--- config.mk ---
export PLATFORM = sky130hd
export DESIGN_NAME = div_arbiter
export DESIGN_NICKNAME = d
export VERILOG_FILES = /design/src/rtl/div_arbiter.sv
export SDC_FILE = /design/constraint.sdc
export NUM_CORES = 1
export LEC_CHECK = 0
export ABC_AREA = 1
export CORE_AREA = 2 2 234 236
export DETAILED_ROUTE_END_ITERATION = 7
export DIE_AREA = 0 0 236 238
export GPL_TIMING_DRIVEN = 0
export PLACE_DENSITY = 0.51
export SLEW_MARGIN = 10
export SYNTH_ARGS = -nofsm -noshare
export SYNTH_HDL_FRONTEND = slang
export SYNTH_SLANG_ARGS = --single-unit
export TNS_END_PERCENT = 50
--- constraint.sdc ---
create_clock -name clk -period 9.85 [get_ports clk]
set_input_delay 2.4625 -clock clk [delete_from_list [all_inputs] [get_ports clk]]
set_output_delay 2.4625 -clock clk [all_outputs]
set_load 0.01 [all_outputs]
--- src/rtl/div_arbiter.sv ---
// div_arbiter: shares one iterative 64-bit divider between two issue ports.
//
// Decodes RV64M DIV/DIVU/REM/REMU and their W variants, grants one port at a time
// (round-robin on contention), resolves divide-by-zero and signed overflow locally,
// sequences the divider start pulse / completion strobe and returns the selected,
// width-adjusted result over a valid/ready response channel.
//
// Ports:
//   clk, rst                  clock, asynchronous active-high reset
//   reqN_valid/ready          request handshake for port N (N = 0, 1)
//   reqN_op                   [1:0] 00 DIV, 01 DIVU, 10 REM, 11 REMU; [2] word variant
//   reqN_a, reqN_b            dividend, divisor
//   resp_valid/ready          response handshake
//   resp_id, resp_data        port the result belongs to, result
//   div_valid                 divider start (one-cycle pulse)
//   div_sign, div_x, div_y    divider signedness and operands (held outside LAUNCH)
//   div_data_ok               divider done strobe (one-cycle pulse)
//   div_q, div_r              divider quotient, remainder
//
// Optional feature: define DIV_ARB_RESULT_CACHE_EN to keep a one-entry cache of the
// last divider result; a request whose extended operands and signedness match the
// entry is answered without launching the divider.

module div_arbiter (
   input  logic        clk,
   input  logic        rst,
   input  logic        req0_valid,
   output logic        req0_ready,
   input  logic [2:0]  req0_op,
   input  logic [63:0] req0_a,
   input  logic [63:0] req0_b,
   input  logic        req1_valid,
   output logic        req1_ready,
   input  logic [2:0]  req1_op,
   input  logic [63:0] req1_a,
   input  logic [63:0] req1_b,
   output logic        resp_valid,
   input  logic        resp_ready,
   output logic        resp_id,
   output logic [63:0] resp_data,
   output logic        div_valid,
   output logic        div_sign,
   output logic [63:0] div_x,
   output logic [63:0] div_y,
   input  logic        div_data_ok,
   input  logic [63:0] div_q,
   input  logic [63:0] div_r
);

   localparam logic [1:0] IDLE   = 2'd0;
   localparam logic [1:0] LAUNCH = 2'd1;
   localparam logic [1:0] WAIT   = 2'd2;
   localparam logic [1:0] RESP   = 2'd3;

   localparam logic [63:0] MIN_S64 = 64'h8000_0000_0000_0000;

   // Word ops use only bits [31:0]; signedness picks sign- or zero-extension.
   function automatic logic [63:0] extend(input logic [63:0] v, input logic word,
                                          input logic sgn);
      logic [63:0] e;
      if (!word)    e = v;
      else if (sgn) e = {{32{v[31]}}, v[31:0]};
      else          e = {32'h0, v[31:0]};
      return e;
   endfunction

   function automatic logic [63:0] select_result(input logic [2:0] op, input logic [63:0] q,
                                                 input logic [63:0] r);
      logic [63:0] v;
      v = op[1] ? r : q;
      if (op[2]) v = {{32{v[31]}}, v[31:0]};
      return v;
   endfunction

   logic [1:0]  state_q, state_d;
   logic        rr_q;
   logic        id_q;
   logic [2:0]  op_q;
   logic [63:0] x_q, y_q;
   logic        sign_q;
   logic [63:0] data_q;

   logic        grant, accept;
   logic [2:0]  acc_op;
   logic [63:0] acc_a, acc_b, acc_ea, acc_eb;
   logic        acc_sgn;
   logic        div_zero, overflow, special;
   logic [63:0] spec_q, spec_r;
   logic        cache_hit;
   logic [63:0] hit_q, hit_r;

   // Arbitration: a lone valid port wins; on contention the round-robin pointer decides.
   always_comb begin
      grant      = (req0_valid && req1_valid) ? rr_q : req1_valid;
      accept     = (state_q == IDLE) && (req0_valid || req1_valid);
      req0_ready = accept && !grant;
      req1_ready = accept && grant;
   end

   // Operand decode for the granted port.
   always_comb begin
      acc_op   = grant ? req1_op : req0_op;
      acc_a    = grant ? req1_a  : req0_a;
      acc_b    = grant ? req1_b  : req0_b;
      acc_sgn  = ~acc_op[0];
      acc_ea   = extend(acc_a, acc_op[2], acc_sgn);
      acc_eb   = extend(acc_b, acc_op[2], acc_sgn);
      div_zero = (acc_eb == 64'h0);
      // Only the 64-bit signed form can overflow; W overflow fits in the 64-bit divide.
      overflow = acc_sgn && !acc_op[2] && (acc_ea == MIN_S64) && (acc_eb == '1);
      special  = div_zero || overflow;
      spec_q   = div_zero ? '1 : acc_ea;
      spec_r   = div_zero ? acc_ea : 64'h0;
   end

`ifdef DIV_ARB_RESULT_CACHE_EN
   logic        c_vld_q;
   logic [63:0] c_x_q, c_y_q, c_q_q, c_r_q;
   logic        c_sign_q;

   assign cache_hit = c_vld_q && (c_x_q == acc_ea) && (c_y_q == acc_eb) &&
                      (c_sign_q == acc_sgn);
   assign hit_q     = c_q_q;
   assign hit_r     = c_r_q;

   // Tag is the operand set actually handed to the divider for this result.
   always_ff @(posedge clk or posedge rst) begin
      if (rst) begin
         c_vld_q  <= 1'b0;
         c_x_q    <= 64'h0;
         c_y_q    <= 64'h0;
         c_sign_q <= 1'b0;
         c_q_q    <= 64'h0;
         c_r_q    <= 64'h0;
      end else if (state_q == WAIT && div_data_ok) begin
         c_vld_q  <= 1'b1;
         c_x_q    <= x_q;
         c_y_q    <= y_q;
         c_sign_q <= sign_q;
         c_q_q    <= div_q;
         c_r_q    <= div_r;
      end
   end
`else
   assign cache_hit = 1'b0;
   assign hit_q     = 64'h0;
   assign hit_r     = 64'h0;
`endif

   always_comb begin
      state_d = state_q;
      unique case (state_q)
         IDLE:    if (accept) state_d = (special || cache_hit) ? RESP : LAUNCH;
         LAUNCH:  state_d = WAIT;
         WAIT:    if (div_data_ok) state_d = RESP;
         RESP:    if (resp_ready) state_d = IDLE;
         default: state_d = IDLE;
      endcase
   end

   always_ff @(posedge clk or posedge rst) begin
      if (rst) begin
         state_q <= IDLE;
         rr_q    <= 1'b0;
         id_q    <= 1'b0;
         op_q    <= 3'h0;
         x_q     <= 64'h0;
         y_q     <= 64'h0;
         sign_q  <= 1'b0;
         data_q  <= 64'h0;
      end else begin
         state_q <= state_d;
         if (accept) begin
            id_q <= grant;
            op_q <= acc_op;
            rr_q <= ~grant;
            if (special) begin
               data_q <= select_result(acc_op, spec_q, spec_r);
            end else if (cache_hit) begin
               data_q <= select_result(acc_op, hit_q, hit_r);
            end else begin
               // Divider operands change only when a launch follows.
               x_q    <= acc_ea;
               y_q    <= acc_eb;
               sign_q <= acc_sgn;
            end
         end
         if (state_q == WAIT && div_data_ok) begin
            data_q <= select_result(op_q, div_q, div_r);
         end
      end
   end

   assign div_valid  = (state_q == LAUNCH);
   assign div_sign   = sign_q;
   assign div_x      = x_q;
   assign div_y      = y_q;
   assign resp_valid = (state_q == RESP);
   assign resp_id    = id_q;
   assign resp_data  = data_q;

endmodule

* Word-level counts from Yosys, hierarchy flattened
Index checks and enable logic that the tools add are counted.
Widths: inputs -> output; s select.
** Storage, ports and cells
- Input port bits :: 396
- Output and inout port bits :: 198
- ROM bits :: 0
- RAM bits :: 0
- Word-level logic and storage cells :: 60
- Latch bits :: 0
- Memories :: 0
- Register bits after elaboration :: 200
** Cells by class
- Divide/modulo/power cells :: 0
- Eq/ne operators :: 8
- $lt $le $gt $ge :: 0
- $mul :: 0
- Bitwise operators :: 3
- Reduce and logical (&&, ||, !) cells :: 19
- Mux-type cells :: 22
- $add $sub $neg :: 0
- Shifts and indexed selects :: 0
** Operators with widths (number)
- $mux 64 :: 15
- $eq 64x64->1 const B :: 2
- $logic_not 64->1 :: 1
- $logic_and 1x1->1 :: 8
- $mux 2 :: 4
- $pmux 2 s4 :: 1
- $eq 2x2->1 const B :: 2
- $ne 2x2->1 const B :: 2
- $reduce_and 2->1 :: 2
- $reduce_bool 2->1 :: 2
- $mux 3 :: 1
- $not 1->1 :: 3
- $reduce_and 3->1 :: 1
- $eq 2x1->1 const B :: 1
- $logic_not 1->1 :: 2
- $logic_not 2->1 :: 1
- $logic_or 1x1->1 :: 2
- $ne 2x1->1 const B :: 1
- $mux 1 :: 1

* Depth between registers and ports, before layout
Gate-level depths: netlist (run 1).
- Depth in word-level cells :: 12
- Depth in mapped cells :: 23
- Depth with buffers taken out :: 19

* Worst setup path before layout (run 1)
OpenSTA, ideal clock, no wires.
- Path kind :: input -> output
- From :: input req0_valid
- To :: output req1_ready
- Arrival :: 3.241 ns
- Buffers on the path :: 3
- Setup slack :: 4.146 ns
- Stages on the path :: 6
- Path through :: nand2_2 nand2_2 buf_6 buf_4 buf_4 nor2_1
** On the way
- Word-level cells in the longest chain between the ends :: 3
- Elaborated cells between the ends (all ways) :: 5
** Ends and longest elaborated chain
- from (decl) :: line 27 : input logic req0_valid,
- $logic_and 1x1->1 / $logic_or 1x1->1 (equally long branches) :: line 94, 95
- $mux 1 / $logic_and 1x1->1 (equally long branches) :: line 94, 95
- $logic_and 1x1->1 * :: line 97 : req1_ready = accept && grant;
- to (decl) :: line 33 : output logic req1_ready,
Mark *: on every way between the ends. The rest lies on a longest branch, timed or not.

* Worst setup path in the final report (run 1)
- From :: input req1_valid
- To :: output req0_ready
** On the way
- Word-level cells in the longest chain between the ends :: 4
- Elaborated cells between the ends (all ways) :: 6
** Ends and longest elaborated chain
- from (decl) :: line 32 : input logic req1_valid,
- $logic_and 1x1->1 :: line 94 : grant = (req0_valid && req1_valid) ? rr_q : req1_valid;
- $mux 1 :: line 94
- $logic_not 1->1 :: line 96 : req0_ready = accept && !grant;
- $logic_and 1x1->1 * :: line 96
- to (decl) :: line 28 : output logic req0_ready,
Marked as above.

==> reports/metrics.csv, run 1 <==
stage;metric;value;unit
place;HPWL Detailed;63300;um
clock_network;H-Tree Level Count;4;
detailed_routing;WL/cell;21.7;um
sta;shortest period the worst path allows;7.55;ns
setup_path;Crit Path Max Fanout;10;
setup_path;CP most frequent cell;clkdlybuf4s50_1;
sta;Final WS setup;2.30;ns
floorplan;Starting Density;25.1;%
logic_synthesis;yosys warns;0;
detailed_routing;DRT Pass-1 Iters;5;
detailed_routing;routed vias;16765;
status;outcome;finished, final reports clean;
floorplan;row count;85;
setup_path;worst path required time;7.39;ns
clock_network;clock-pin slew on the worst setup and hold paths;0.07;ns
sta;worst relative slew slack;23.4;%
floorplan;top-level I/O count;594;
setup_path;CP Buf/Inv Count;4;
setup_path;crit-path max cell delay;0.75;ns
logic_synthesis;Syn Area/Cell;6.11;um^2
sta;final hold violation count;0;
logic_synthesis;most area-consuming cells after synthesis;dfrtp_1, nand2_1, o21ai_0;
logic_synthesis;Yosys top cell by area;dfrtp_1;
detailed_routing;via/cell ratio;4.76;
power;VDD IR max;0.000154;V
final_layout;Final #Nets;3211;
setup_path;critical path type;primary input to primary output;
sta;Layout Skew;0.0112;ns
clock_network;clock buffer depth;2;
sta;RSZ-0062 raised after global routing;no;
place;number of port buffers;593;
floorplan;chip width;236;um
logic_synthesis;Synth Net Count;2598;
global_routing;GRT Residual Overflow;0;
run;max-cap check violation count;0;
logic_synthesis;Synth cell types;29;
detailed_routing;DRC;0;
power;PD cells;247;nW/um^2
clock_network;clock latency on the worst-skew pair;0.50;ns
detailed_routing;antenna violation net count after detailed routing;0;
sta;Final Setup Violations;0;
global_routing;largest net degree at the start of global routing;103;
logic_synthesis;number of synthesized register bits;199;
final_layout;fin util;39.0;%
clock_network;Clock Sinks;199;
min_path;Hold Path Class;flip-flop to flip-flop;
setup_path;R2R depth;15;
floorplan;chip height;238;um
setup_path;Crit path arrival time;5.08;ns
sta;Final Cycle Share;76.6;%
setup_path;crit end category;primary output;
setup_path;Critical Path Source Type;primary input;
sta;max-slew violations;0;
detailed_routing;DRT Wirelength;76500;um
clock_network;Setup Fix Bufs, Post-CTS;0;
clock_network;CTS Buf Count;17;
min_path;hold depth;2;
global_routing;Overall Global Routing Usage;26.8;%
final_layout;Area Growth Syn to Fin;55.7;%
setup_path;CP top delay family;buffers and inverters;
global_routing;antenna violations before repair;5;
setup_path;path length in cells of the critical path;6;
setup_path;CP max-delay cell;clkbuf_1;
global_routing;vias in the first global route;16894;
sta;Worst Hold Margin;0.485;ns
final_layout;Fillers;5778;
clock_network;Hold-fix buffers, CTS;0;
place;gpl congestion;0.940;
clock_network;# resized after CTS;0;
clock_network;Root Buffer;clkbuf_16;
sta;Max Freq;133;MHz
final_layout;share of layout cells above drive strength 1;4.57;%
power;LEAKAGE;10.4;nW
logic_synthesis;register area share after synthesis;37.1;%
sta;Tightest Pin Transition;1.14;ns
place;setup slack at placement;2.29;ns
logic_synthesis;Post-Syn Area;13400;um^2
floorplan;core area;53500;um^2
setup_path;Critical Path, Cell by Cell;clkdlybuf4s50_1 -> inv_2 -> a21oi_4 -> clkbuf_1 -> nor2_1 -> clkdlybuf4s50_1;
logic_synthesis;Cells after Synth;2197;
clock_network;CTS tree;built;
detailed_routing;Iter 0 DRT Violations;1160;
logic_synthesis;top cell type's share of synthesized area;37.1;%
global_routing;first-pass GRT wire length;110000;um
floorplan;die area;56200;um^2
==> per-layer routing <==
metal  share of wire [%]  up-vias  GRT usage, %  wire length, um
met5               0.014        -             0               11
met4                 2.5        2          7.68             1920
met3                 5.6      100          5.28             4250
met2                  48      612          46.8            37100
met1                  43     7956          33.5            33200
li1                    -     8095             -                -
==> sequential cells by signal (all words and copies together) (netlist names) <==
register,cells
state_q,2
rr_q,1
op_q,2
resp_id,1
div_sign,1
resp_data,64
div_y,64
div_x,64
==> cell type report <==
cell class / count / area [um^2] / area share, %
inverters: 130 / 495 / 2.37
flip-flops and latches: 199 / 4980 / 23.8
plain buffers: 150 / 716 / 3.43
multi-input cells: 1718 / 7230 / 34.6
well taps: 696 / 871 / 4.17
repair buffers: 594 / 5960 / 28.6
clock buffers: 22 / 454 / 2.18
clock inverters: 10 / 168 / 0.803
diodes: 2 / 5.00 / 0.0240
==> cells in the mapped netlist <==
cell type  instances
inv_2              4
o21ai_0          179
or2_2              8
a21oi_1           34
nor2_1           150
ha_1               5
mux2i_1            1
buf_2             60
a21oi_4            1
buf_6              2
nand3_1           95
dfrtp_1          199
buf_1              6
o21bai_1           1
clkbuf_1          64
nand2_1         1074
clkbuf_2           2
nand4_1           12
inv_1            126
o22ai_1            1
a2bb2oi_1          3
o21ai_2            1
o21ai_1          128
nand3_2            2
nand2_2            3
nand3b_1          18
o211ai_1           1
a32oi_1            1
buf_4             16
==> where the power goes <==
group | internal, W | total [W] | switching [W]
logic | 0.00122 | 0.00297 | 0.00175
registers | 0.00118 | 0.00141 | 0.000229
clock network | 0.000433 | 0.000784 | 0.000351
total | 0.00283 | 0.00516 | 0.00233
==> per-stage QoR <==
step / instances / area, um^2 / setup TNS (ns) / total power (W)
floorplan: 2197 / 13400 / 0 / 0.00275
finish: 3521 / 20900 / 0 / 0.00516
global route: 3521 / 20900 / 0 / 0.00550
detailed placement: 3487 / 20300 / 0 / 0.00438
global placement: 3486 / 20200 / -236.63 / 0.00437
CTS: 3519 / 20900 / 0 / 0.00519
==> cell usage in the layout (no fill, tap or decap), types with 5 or more instances in the layout <==
cell	Yosys	layout
nor2_1	150	150
buf_4	16	16
o21ai_0	179	179
a21oi_1	34	34
ha_1	5	5
buf_2	60	60
dfrtp_1	199	199
nand2_1	1074	1074
nand3_1	95	95
inv_1	126	125
buf_1	6	6
or2_2	8	8
clkdlybuf4s50_1	0	593
clkbuf_1	64	68
clkbuf_16	0	17
o21ai_1	128	128
nand4_1	12	12
nand3b_1	18	18
==> cell families after synthesis <==
group / share of synthesized area, %
flops: 37.1
simple gates: 40.0
mux: 0.0746
fa+ha+maj: 0.466
compound gates: 13.3
buf+inv: 8.97
==> path summary, 6_finish.rpt <==
check	end	start	slack, ns
max	req0_ready	req1_valid	2.30
max in group asynchronous	div_y[11]$_DFFE_PP0P_	rst	6.37
max reg2reg	resp_data[45]$_DFFE_PP0P_	rr_q$_DFFE_PP0P_	5.86
min	resp_data[57]$_DFFE_PP0P_	resp_data[57]$_DFFE_PP0P_	0.48
min reg2reg	resp_data[57]$_DFFE_PP0P_	resp_data[57]$_DFFE_PP0P_	0.48
min in group asynchronous	resp_data[32]$_DFFE_PP0P_	rst	2.44
==> tightest hold or removal path: stages (launching register included) <==
cell and delay (ns):
dfrtp_1 0.35, nand2_1 0.05, nand2_1 0.05
Power figures use the tool's default switching activity.
==> run 2: changes to the inputs <==
--- a/config.mk
+++ b/config.mk
@@ -6,11 +6,11 @@
 export NUM_CORES = 1
 export LEC_CHECK = 0
 export ABC_AREA = 1
-export CORE_AREA = 2 2 234 236
+export CORE_AREA = 2 2 232 234
 export DETAILED_ROUTE_END_ITERATION = 7
-export DIE_AREA = 0 0 236 238
+export DIE_AREA = 0 0 234 236
 export GPL_TIMING_DRIVEN = 0
-export PLACE_DENSITY = 0.51
+export PLACE_DENSITY = 0.53
 export SLEW_MARGIN = 10
 export SYNTH_ARGS = -nofsm -noshare
 export SYNTH_HDL_FRONTEND = slang
==> constraint.sdc (replaced) <==
create_clock -name clk -period 6.7 [get_ports clk]
set_input_delay 1.675 -clock clk [delete_from_list [all_inputs] [get_ports clk]]
set_output_delay 1.675 -clock clk [all_outputs]
set_load 0.01 [all_outputs]
==> reports/metrics.csv, run 2 (synthesis results as in run 1) <==
stage;metric;value;unit;change
status;outcome;finished, final reports clean;;unchanged
detailed_routing;DRC;0;;unchanged
place;setup slack at placement;0.736;ns;was 2.29 ns
floorplan;die area;55200;um^2;was 56200 um^2
sta;Final Cycle Share;86.3;%;
sta;max-slew violations;0;;unchanged
setup_path;worst reg2reg startpoint;rr_q$_DFFE_PP0P_;;unchanged
setup_path;RR Endpoint;resp_data[45]$_DFFE_PP0P_;;unchanged
detailed_routing;antenna violation net count after detailed routing;0;;unchanged
setup_path;Critical Path, Cell by Cell;clkdlybuf4s50_1 -> inv_2 -> a21oi_4 -> clkbuf_1 -> nor2_1 -> clkdlybuf4s50_1;;unchanged
clock_network;Clock Sinks;199;;unchanged
setup_path;R2R depth;15;;unchanged
final_layout;share of layout cells above drive strength 1;4.78;%;was 4.57%
clock_network;clock latency on the worst-skew pair;0.52;ns;was 0.50 ns
setup_path;crit-path max cell delay;0.71;ns;was 0.75 ns
setup_path;worst setup path startpoint;req1_valid;;unchanged
sta;worst relative slew slack;17.7;%;was 23.4%
setup_path;crit end category;primary output;;unchanged
sta;Final WS setup;0.918;ns;was 2.30 ns
place;HPWL Detailed;63200;um;was 63300 um
global_routing;vias in the first global route;16899;;was 16894
setup_path;CP most frequent cell;clkdlybuf4s50_1;;unchanged
sta;final hold violation count;0;;unchanged
min_path;Hold Path Class;flip-flop to flip-flop;;unchanged
run;max-cap check violation count;0;;unchanged
sta;shortest period the worst path allows;5.78;ns;
detailed_routing;via/cell ratio;4.77;;was 4.76
clock_network;clock buffer depth;2;;unchanged
final_layout;commonest non-fill, non-tap cell in the layout;nand2_1;;unchanged
clock_network;# resized after CTS;0;;unchanged
clock_network;H-Tree Level Count;4;;unchanged
setup_path;Crit Path Max Fanout;10;;unchanged
final_layout;most frequent cells in the layout;nand2_1, clkdlybuf4s50_1, dfrtp_1, o21ai_0, nor2_1;;unchanged
global_routing;largest net degree at the start of global routing;35;;was 103
sta;Tightest Pin Transition;1.23;ns;was 1.14 ns
clock_network;Setup Fix Bufs, Post-CTS;0;;unchanged
floorplan;row count;85;;unchanged
final_layout;Area Growth Syn to Fin;56.0;%;was 55.7%
sta;Final Setup Violations;0;;unchanged
setup_path;CP Buf/Inv Count;4;;unchanged
floorplan;top-level I/O count;594;;unchanged
setup_path;setup slack, reg-to-reg;2.70;ns;was 5.86 ns
floorplan;core area;53100;um^2;was 53500 um^2
setup_path;CP max-delay cell;clkbuf_1;;unchanged
sta;RSZ-0062 raised after global routing;no;;unchanged
clock_network;CTS Buf Count;17;;unchanged
detailed_routing;DRT Wirelength;76700;um;was 76500 um
place;gpl congestion;0.953;;was 0.940
sta;Max Freq;173;MHz;
floorplan;Starting Density;25.3;%;was 25.1%
sta;Layout Skew;0.0126;ns;was 0.0112 ns
setup_path;path length in cells of the critical path;6;;unchanged
global_routing;antenna violations before repair;4;;was 5
clock_network;Root Buffer;clkbuf_16;;unchanged
clock_network;CTS tree;built;;unchanged
sta;setup TNS;0;ns;unchanged
detailed_routing;DRT Pass-1 Iters;5;;unchanged
setup_path;Critical Path Source Type;primary input;;unchanged
clock_network;Hold-fix buffers, CTS;0;;unchanged
clock_network;clock-pin slew on the worst setup and hold paths;0.08;ns;was 0.07 ns
place;number of port buffers;593;;unchanged
setup_path;Crit path arrival time;4.11;ns;was 5.08 ns
setup_path;CP top delay family;buffers and inverters;;unchanged
global_routing;GRT Residual Overflow;0;;unchanged
detailed_routing;WL/cell;21.8;um;was 21.7 um
power;LEAKAGE;10.5;nW;was 10.4 nW
setup_path;worst path required time;5.03;ns;was 7.39 ns
final_layout;Final #Nets;3216;;was 3211
power;VDD IR max;0.000207;V;was 0.000154 V
power;PD cells;360;nW/um^2;was 247 nW/um^2
global_routing;Overall Global Routing Usage;27.5;%;was 26.8%
floorplan;chip width;234;um;was 236 um
floorplan;chip height;236;um;was 238 um
sta;Worst Hold Margin;0.479;ns;was 0.485 ns
global_routing;first-pass GRT wire length;110000;um;about the same
setup_path;CP endpoint;req0_ready;;unchanged
detailed_routing;routed vias;16811;;was 16765
detailed_routing;Iter 0 DRT Violations;1340;;was 1160
setup_path;critical path type;primary input to primary output;;unchanged
==> run 2: changes by cell type in the layout (fill, tap and decap cells not counted) <==
cell,change
clkinv_4,+1
buf_12,+6
bufinv_16,-3
inv_8,+1
clkbuf_1,-2
clkinvlp_4,-1
clkbuf_8,+1
inv_6,+2
buf_16,-1
==> run 2: where the power goes <==
group | internal, W | leakage [nW] | total (W) | switching, W
sequential | 0.00173 | 2.51 | 0.00206 | 0.000331
clock | 0.000540 | 0.275 | 0.00109 | 0.000552
combinational | 0.00179 | 7.67 | 0.00437 | 0.00257
total | 0.00406 | 10.5 | 0.00752 | 0.00346
==> run 2: metrics by stage <==
stage	cell area (um^2)	util, %	total power [W]	std cells
after global placement	20200	38.1	0.00640	3486
after detailed placement	20300	38.3	0.00644	3492
after floorplan	13400	-	0.00405	2197
final	20900	39.4	0.00752	3525
after CTS	20900	39.4	0.00756	3523
after global routing	20900	39.4	0.00803	3525
==> run 2: routing by layer <==
layer / track usage (%) / vias to the layer above / wire (um)
li1: - / 8116 / -
met1: 35.2 / 7998 / 33000
met2: 46.7 / 617 / 37200
met3: 5.20 / 78 / 4860
met4: 8.21 / 2 / 1670
met5: 0 / - / 13
==> run 2: cell type report <==
cell class,instances,area [um^2]
Fill cell,5689,32100
Multi-Input combinational cell,1718,7230
Timing Repair Buffer,599,6060
Sequential cell,199,4980
Tap cell,696,871
Buffer,150,716
Inverter,130,492
Clock buffer,21,460
Clock inverter,10,111
Antenna cell,2,5.00
==> run 2: worst min-delay path by stage <==
stage                         startpoint                         to  slack, ns  cells after the start
2_1_floorplan        op_q[2]$_DFFE_PP0P_        op_q[2]$_DFFE_PP0P_       0.45                      2
3_3_place_gp   resp_data[41]$_DFFE_PP0P_  resp_data[41]$_DFFE_PP0P_       0.46                      2
3_5_place_dp       div_y[60]$_DFFE_PP0P_      div_y[60]$_DFFE_PP0P_       0.46                      2
4_1_cts            div_y[60]$_DFFE_PP0P_      div_y[60]$_DFFE_PP0P_       0.48                      2
5_1_grt            div_y[61]$_DFFE_PP0P_      div_y[61]$_DFFE_PP0P_       0.49                      2
6_report       resp_data[61]$_DFFE_PP0P_  resp_data[61]$_DFFE_PP0P_       0.48                      2
==> run 2: worst min-delay path, cell delays in order, from the launching register on <==
cell     delay (ns)
dfrtp_1        0.35
nand2_1        0.05
nand2_1        0.05
